**config.mk**
```make
export PLATFORM = sky130hd
export DESIGN_NAME = thread_state_table
export DESIGN_NICKNAME = d
export VERILOG_FILES = /design/src/rtl/thread_state_table.sv
export SDC_FILE = /design/constraint.sdc
export NUM_CORES = 1
export LEC_CHECK = 0
export ABC_AREA = 1
export CORE_ASPECT_RATIO = 1.4
export CORE_MARGIN = 1
export CORE_UTILIZATION = 50
export CTS_CLUSTER_SIZE = 10
export DETAILED_ROUTE_END_ITERATION = 8
export PLACE_DENSITY = 0.71
export SETUP_SLACK_MARGIN = 0.4
export SLEW_MARGIN = 15
export SYNTH_ARGS = -nofsm -noshare
export SYNTH_HDL_FRONTEND = slang
export SYNTH_SLANG_ARGS = --single-unit
```
**constraint.sdc**
```tcl
create_clock -name CLK -period 3 [get_ports CLK]
set_input_delay 0.75 -clock CLK [delete_from_list [all_inputs] [get_ports CLK]]
set_output_delay 0.75 -clock CLK [all_outputs]
set_load 0.005 [all_outputs]
```
**src/rtl/thread_state_table.sv**
```systemverilog
// Per-thread state table answering the scheduler's lookahead reads, fed by a
// CPU and an external write port through a one-entry write stage.
module thread_state_table #(
  parameter int N_THREADS = 16,
  parameter int STATE_W   = 2,
  parameter int TNUM_W    = $clog2(N_THREADS),
  parameter int CNT_W     = $clog2(N_THREADS + 1)
) (
  input  logic               CLK,
  input  logic               RST_N,
  output logic               init_done,
  input  logic [TNUM_W-1:0]  ts_rd_num,
  output logic [STATE_W-1:0] ts_rd,
  input  logic               cpu_wr_en,
  input  logic [TNUM_W-1:0]  cpu_wr_num,
  input  logic [STATE_W-1:0] cpu_wr_state,
  input  logic               ext_wr_en,
  input  logic [TNUM_W-1:0]  ext_wr_num,
  input  logic [STATE_W-1:0] ext_wr_state,
  output logic               ext_wr_rdy,
  output logic [CNT_W-1:0]   wr_rdy_cnt,
  output logic               err
);

  localparam logic [STATE_W-1:0] ST_NONE   = STATE_W'(0);
  localparam logic [STATE_W-1:0] ST_WR_RDY = STATE_W'(1);
  localparam logic [TNUM_W:0]    NUM_LIMIT = (TNUM_W + 1)'(N_THREADS);
  localparam logic [TNUM_W-1:0]  LAST_NUM  = TNUM_W'(N_THREADS - 1);

  typedef enum logic {S_CLEAR, S_RUN} sweep_state_t;

  sweep_state_t       r_state;
  sweep_state_t       w_next_state;
  logic [TNUM_W-1:0]  r_sweep_cnt;
  logic [STATE_W-1:0] r_table [N_THREADS];
  logic               r_stg_vld;
  logic [TNUM_W-1:0]  r_stg_num;
  logic [STATE_W-1:0] r_stg_state;
  logic [CNT_W-1:0]   r_cnt;
  logic               r_err;

  logic               w_run;
  logic               w_cpu_in_range;
  logic               w_ext_in_range;
  logic               w_rd_in_range;
  logic               w_cpu_acc;
  logic               w_ext_acc;
  logic [STATE_W-1:0] w_old_state;
  logic               w_cnt_inc;
  logic               w_cnt_dec;
  logic               w_double_rdy;
  logic               w_err_set;

  always_comb begin
    w_next_state = r_state;
    case (r_state)
      S_CLEAR: if (r_sweep_cnt == LAST_NUM) w_next_state = S_RUN;
      S_RUN:   w_next_state = S_RUN;
      default: w_next_state = S_CLEAR;
    endcase
  end

  always_ff @(posedge CLK) begin
    if (!RST_N) r_state <= S_CLEAR;
    else        r_state <= w_next_state;
  end

  assign w_run          = (r_state == S_RUN);
  assign w_cpu_in_range = ({1'b0, cpu_wr_num} < NUM_LIMIT);
  assign w_ext_in_range = ({1'b0, ext_wr_num} < NUM_LIMIT);
  assign w_rd_in_range  = ({1'b0, ts_rd_num} < NUM_LIMIT);

  // CPU always wins; the external port only sees ready when the CPU is idle.
  assign ext_wr_rdy = w_run & ~cpu_wr_en;
  assign w_cpu_acc  = w_run & cpu_wr_en & w_cpu_in_range;
  assign w_ext_acc  = ext_wr_en & ext_wr_rdy & w_ext_in_range;

  assign w_old_state  = r_table[r_stg_num];
  assign w_cnt_inc    = (w_old_state != ST_WR_RDY) && (r_stg_state == ST_WR_RDY);
  assign w_cnt_dec    = (w_old_state == ST_WR_RDY) && (r_stg_state != ST_WR_RDY);
  assign w_double_rdy = r_stg_vld && (w_old_state == ST_WR_RDY) && (r_stg_state == ST_WR_RDY);
  assign w_err_set    = (cpu_wr_en & ~w_run)
                      | (cpu_wr_en & w_run & ~w_cpu_in_range)
                      | (ext_wr_en & ext_wr_rdy & ~w_ext_in_range)
                      | w_double_rdy;

  always_ff @(posedge CLK) begin
    if (!RST_N) begin
      r_sweep_cnt <= '0;
    end else if (!w_run && (r_sweep_cnt != LAST_NUM)) begin
      r_sweep_cnt <= r_sweep_cnt + TNUM_W'(1);
    end
  end

  // Memory has no reset of its own; the sweep clears it after every reset.
  always_ff @(posedge CLK) begin
    if (RST_N) begin
      if (!w_run) begin
        r_table[r_sweep_cnt] <= ST_NONE;
      end else if (r_stg_vld) begin
        r_table[r_stg_num] <= r_stg_state;
      end
    end
  end

  always_ff @(posedge CLK) begin
    if (!RST_N) begin
      r_stg_vld   <= 1'b0;
      r_stg_num   <= '0;
      r_stg_state <= ST_NONE;
    end else begin
      r_stg_vld <= w_cpu_acc | w_ext_acc;
      if (w_cpu_acc) begin
        r_stg_num   <= cpu_wr_num;
        r_stg_state <= cpu_wr_state;
      end else if (w_ext_acc) begin
        r_stg_num   <= ext_wr_num;
        r_stg_state <= ext_wr_state;
      end
    end
  end

  always_ff @(posedge CLK) begin
    if (!RST_N) begin
      r_cnt <= '0;
    end else if (!w_run) begin
      r_cnt <= '0;
    end else if (r_stg_vld) begin
      if (w_cnt_inc)      r_cnt <= r_cnt + CNT_W'(1);
      else if (w_cnt_dec) r_cnt <= r_cnt - CNT_W'(1);
    end
  end

  always_ff @(posedge CLK) begin
    if (!RST_N)         r_err <= 1'b0;
    else if (w_err_set) r_err <= 1'b1;
  end

  // No bypass: a committing write becomes visible the cycle after its commit.
  assign ts_rd      = (w_run && w_rd_in_range) ? r_table[ts_rd_num] : ST_NONE;
  assign init_done  = w_run;
  assign wr_rdy_cnt = r_cnt;
  assign err        = r_err;

endmodule

```
==> impl_metrics.yaml <==
outcome:
  status: "finished clean"
finish:
  final_area_um2: 3187
  final_cells: 418
  drive_above_1_share_pct: 13.07
  utilization_pct: 61.78
  fin_nets: 377
  antennaDiodeCount: 0
  area_growth_pct: 19.75
drt:
  vias: 2202
  met2RoutedLength_um: 3075
  dr.first_iter.drc_count: 118
  drc: 0
  avgViaCountPerCell: 5.268
  wl_per_cell_um: 13.55
  wirelength_um: 5662
  drtAntennaViolNets: 0
  dr.pass1.iters: 4
  routed.top_layer: "met4"
  wl_met1_um: 2262
  wl_met3_um: 203
hold_path:
  min_path_cells: 2
  hold_path_end: "wr_rdy_cnt[4]"
  hp-class: "flop to flop"
  hold_start: "wr_rdy_cnt[4]"
power:
  max-vdd-ir-drop_mv: 0.2676
  powerDensity_nw_per_um2: 419.8
  leakage_nw: 1.312
die:
  fp-row-count: 31
  core_um2: 5159
  die_height_um: 88.33
  start_util_pct: 51.59
  io-pin-count: 30
  die_area_um2: 5623
  die_x_um: 63.66
timing:
  slew-limit-headroom_pct: 34.63
  skew_ns: 0.005974
  whs_ns: 0.4652
  finalHoldViolCount: 0
  finalSetupViolCount: 0
  period_minus_slack_ns: 2.536
  slew_viol_final: 0
  rsz0062_at_grt: "true"
  fmax_mhz: 394.2
  final.setup.worst_slack_ns: 0.4635
  max_slew.worst_pin.slew_ns: 0.9770
  min_period_over_period_pct: 84.55
placed_design:
  globalplace.congestion: 0.8167
  placedCellCount: 405
  post-place-ws_ns: -0.2525
  place.port_buffers: 29
  post-dp-hpwl_um: 4276
  placed_cell_area_um2: 3042
global_route:
  grt_max_degree: 18
  track_usage_pct: 22.22
  grt_pass1_wl_um: 9542
  antenna_found_initial: 0
  grt_overflow_total: 0
  grt_pass1_vias: 2178
worst_setup_path:
  cp_max_fo: 6
  crit_chain: "clkbuf_2 -> buf_6 -> buf_4 -> a21oi_2 -> o21ai_2 -> o21ai_1 -> o211ai_1 -> a21oi_1 -> buf_2"
  cp.arrival_ns: 1.79
  critPathKind: "primary input to output port"
  regToRegEndpoint: "wr_rdy_cnt[4]"
  critPathLaunchType: "primary input"
  cp.required_ns: 2.25
  worstRegToRegCells: 16
  r2r-start: "r_table[7][0]"
  cpMaxStageDelayCell: "buf_4"
  endpoint_kind: "output port"
  cp_num_buf_inv: 4
  critPathTopFamily: "compound AO/OA/AOI/OAI gates"
  max_stage_delay_ns: 0.15
  rrSetupSlack_ns: 0.57
  startpoint: "ts_rd_num[1]"
cts:
  clk_pin_slew_ns: 0.09
  clock_latency_ns: 0.31
  numCtsBuffers: 5
  cts.sinks: 54
  clockRootBuffer: "clkbuf_8"
  cts_tree: "built"
  ctsHoldBuffers: 0
  max-clock-path-buffers: 2
  htreeDepth: 2
run:
  cap_violations: 0
synth:
  netlist_instances: 311
  synth_cell_types: 28
  netlist_area_um2: 2661
  avgSynthCellArea_um2: 8.557
  ys_seq_area_share_pct: 52.66
  yosys_warnings: 0
  syn-num-nets: 337
  ys_seq_elements: 54
cell usage in the layout (no fill, tap or decap), types with 4 or more instances in the layout:
master / instances
a21oi_1: 23
buf_4: 9
clkbuf_8: 6
clkdlybuf4s50_1: 23
dfxtp_1: 20
edfxtp_1: 32
ha_1: 5
inv_1: 41
inv_2: 5
nand2_1: 51
nand3_1: 16
nand3_2: 4
nor2_1: 37
o211ai_1: 4
o21ai_0: 36
o21ai_2: 5
o22ai_1: 5
cell type report:
type	instances	area, µm²
clock inverter	2	16.27
timing repair buffer	39	352.8
sequential	54	1404
multi-input combinational	203	1065
tap	66	82.58
fill	475	1972
inverter	48	183.9
clock buffer	6	82.58
worst max-delay path by stage:
stage / to / depth (start not counted)
6_report: ts_rd[1] / 9
5_1_grt: ts_rd[1] / 9
4_1_cts: ts_rd[1] / 9
3_5_place_dp: ts_rd[1] / 8
3_3_place_gp: ts_rd[1] / 7
2_1_floorplan: ts_rd[0] / 7
timing repair:
item | 4_1_cts | 5_1_grt
cloned | 1 | 0
buffers inserted | 4 | 0
setup endpoints to repair | 5 | 4
resized for setup | 24 | 13
pin swaps | 2 | 2
Yosys cell counts, drive strengths merged:
cell type	count	area, µm²
nand4	1	6.260
o22ai	5	31.28
fa	1	20.02
nand3	20	120.1
a31oi	2	12.51
clkinv	1	5.000
xnor2	1	8.760
o211ai	4	30.03
nand2	53	209.0
edfxtp	32	960.9
nor3	1	5.000
o221ai	1	8.760
xor2	1	8.760
buf	6	30.03
a21oi	26	141.4
nor2	37	138.9
a211oi	1	7.510
nor3b	1	7.510
o21ai	43	230.2
inv	47	176.4
dfxtp	22	440.4
ha	5	62.56
per-stage QoR:
stage | power, W | TNS, ns
6_report | 0.001338 | 0
3_5_place_dp | 0.0009192 | -0.4862
4_1_cts | 0.001341 | 0
2_1_floorplan | 0.0008706 | 0
3_3_place_gp | 0.0009178 | -0.4003
5_1_grt | 0.001389 | 0
worst register-to-register path, stage by stage (launching register included):
cell and delay, ns:
edfxtp_1 0.43, nand2_1 0.09, nand2_1 0.05, nand2_1 0.05, nand2_1 0.06, nand3_1 0.08, nand3_1 0.11, nand2_1 0.10
ha_1 0.18, inv_2 0.07, fa_1 0.40, a21oi_1 0.17, nor2_1 0.07, o21ai_0 0.14, nand3_1 0.10, o21ai_0 0.17
a21oi_1 0.05
state kept, by name, indices dropped and copies added (netlist names), named ones only:
| register | flops |
|---|---|
| err | 1 |
| init_done | 1 |
| r_stg_num | 4 |
| r_table | 32 |
| r_stg_vld | 1 |
| wr_rdy_cnt | 5 |
| r_stg_state | 2 |
| r_sweep_cnt | 4 |
metal layers:
layer  global-route usage, %  vias up
li1                        -     1125
met1                   22.94      998
met2                   43.42       64
met3                   3.351       15
met4                   10.54        0
met5                       0        -
power breakdown:
part | leakage, nW | switching [W] | internal, W
registers | 0.425 | 0.00000617 | 0.000788
clock network | 0.0478 | 0.000238 | 0.000190
logic | 0.840 | 0.0000618 | 0.0000544
kinds of logic (layout without fill, tap and decap cells):
| group | after synthesis | after routing | share of synthesized area, % |
|---|---|---|---|
| fa+ha+maj | 6 | 6 | 3.103 |
| buf+inv | 54 | 95 | 7.945 |
| simple gates | 113 | 113 | 18.29 |
| compound gates | 82 | 82 | 17.35 |
| xor+xnor | 2 | 2 | 0.6583 |
| flops | 54 | 54 | 52.66 |
Power figures use the tool's default switching activity.
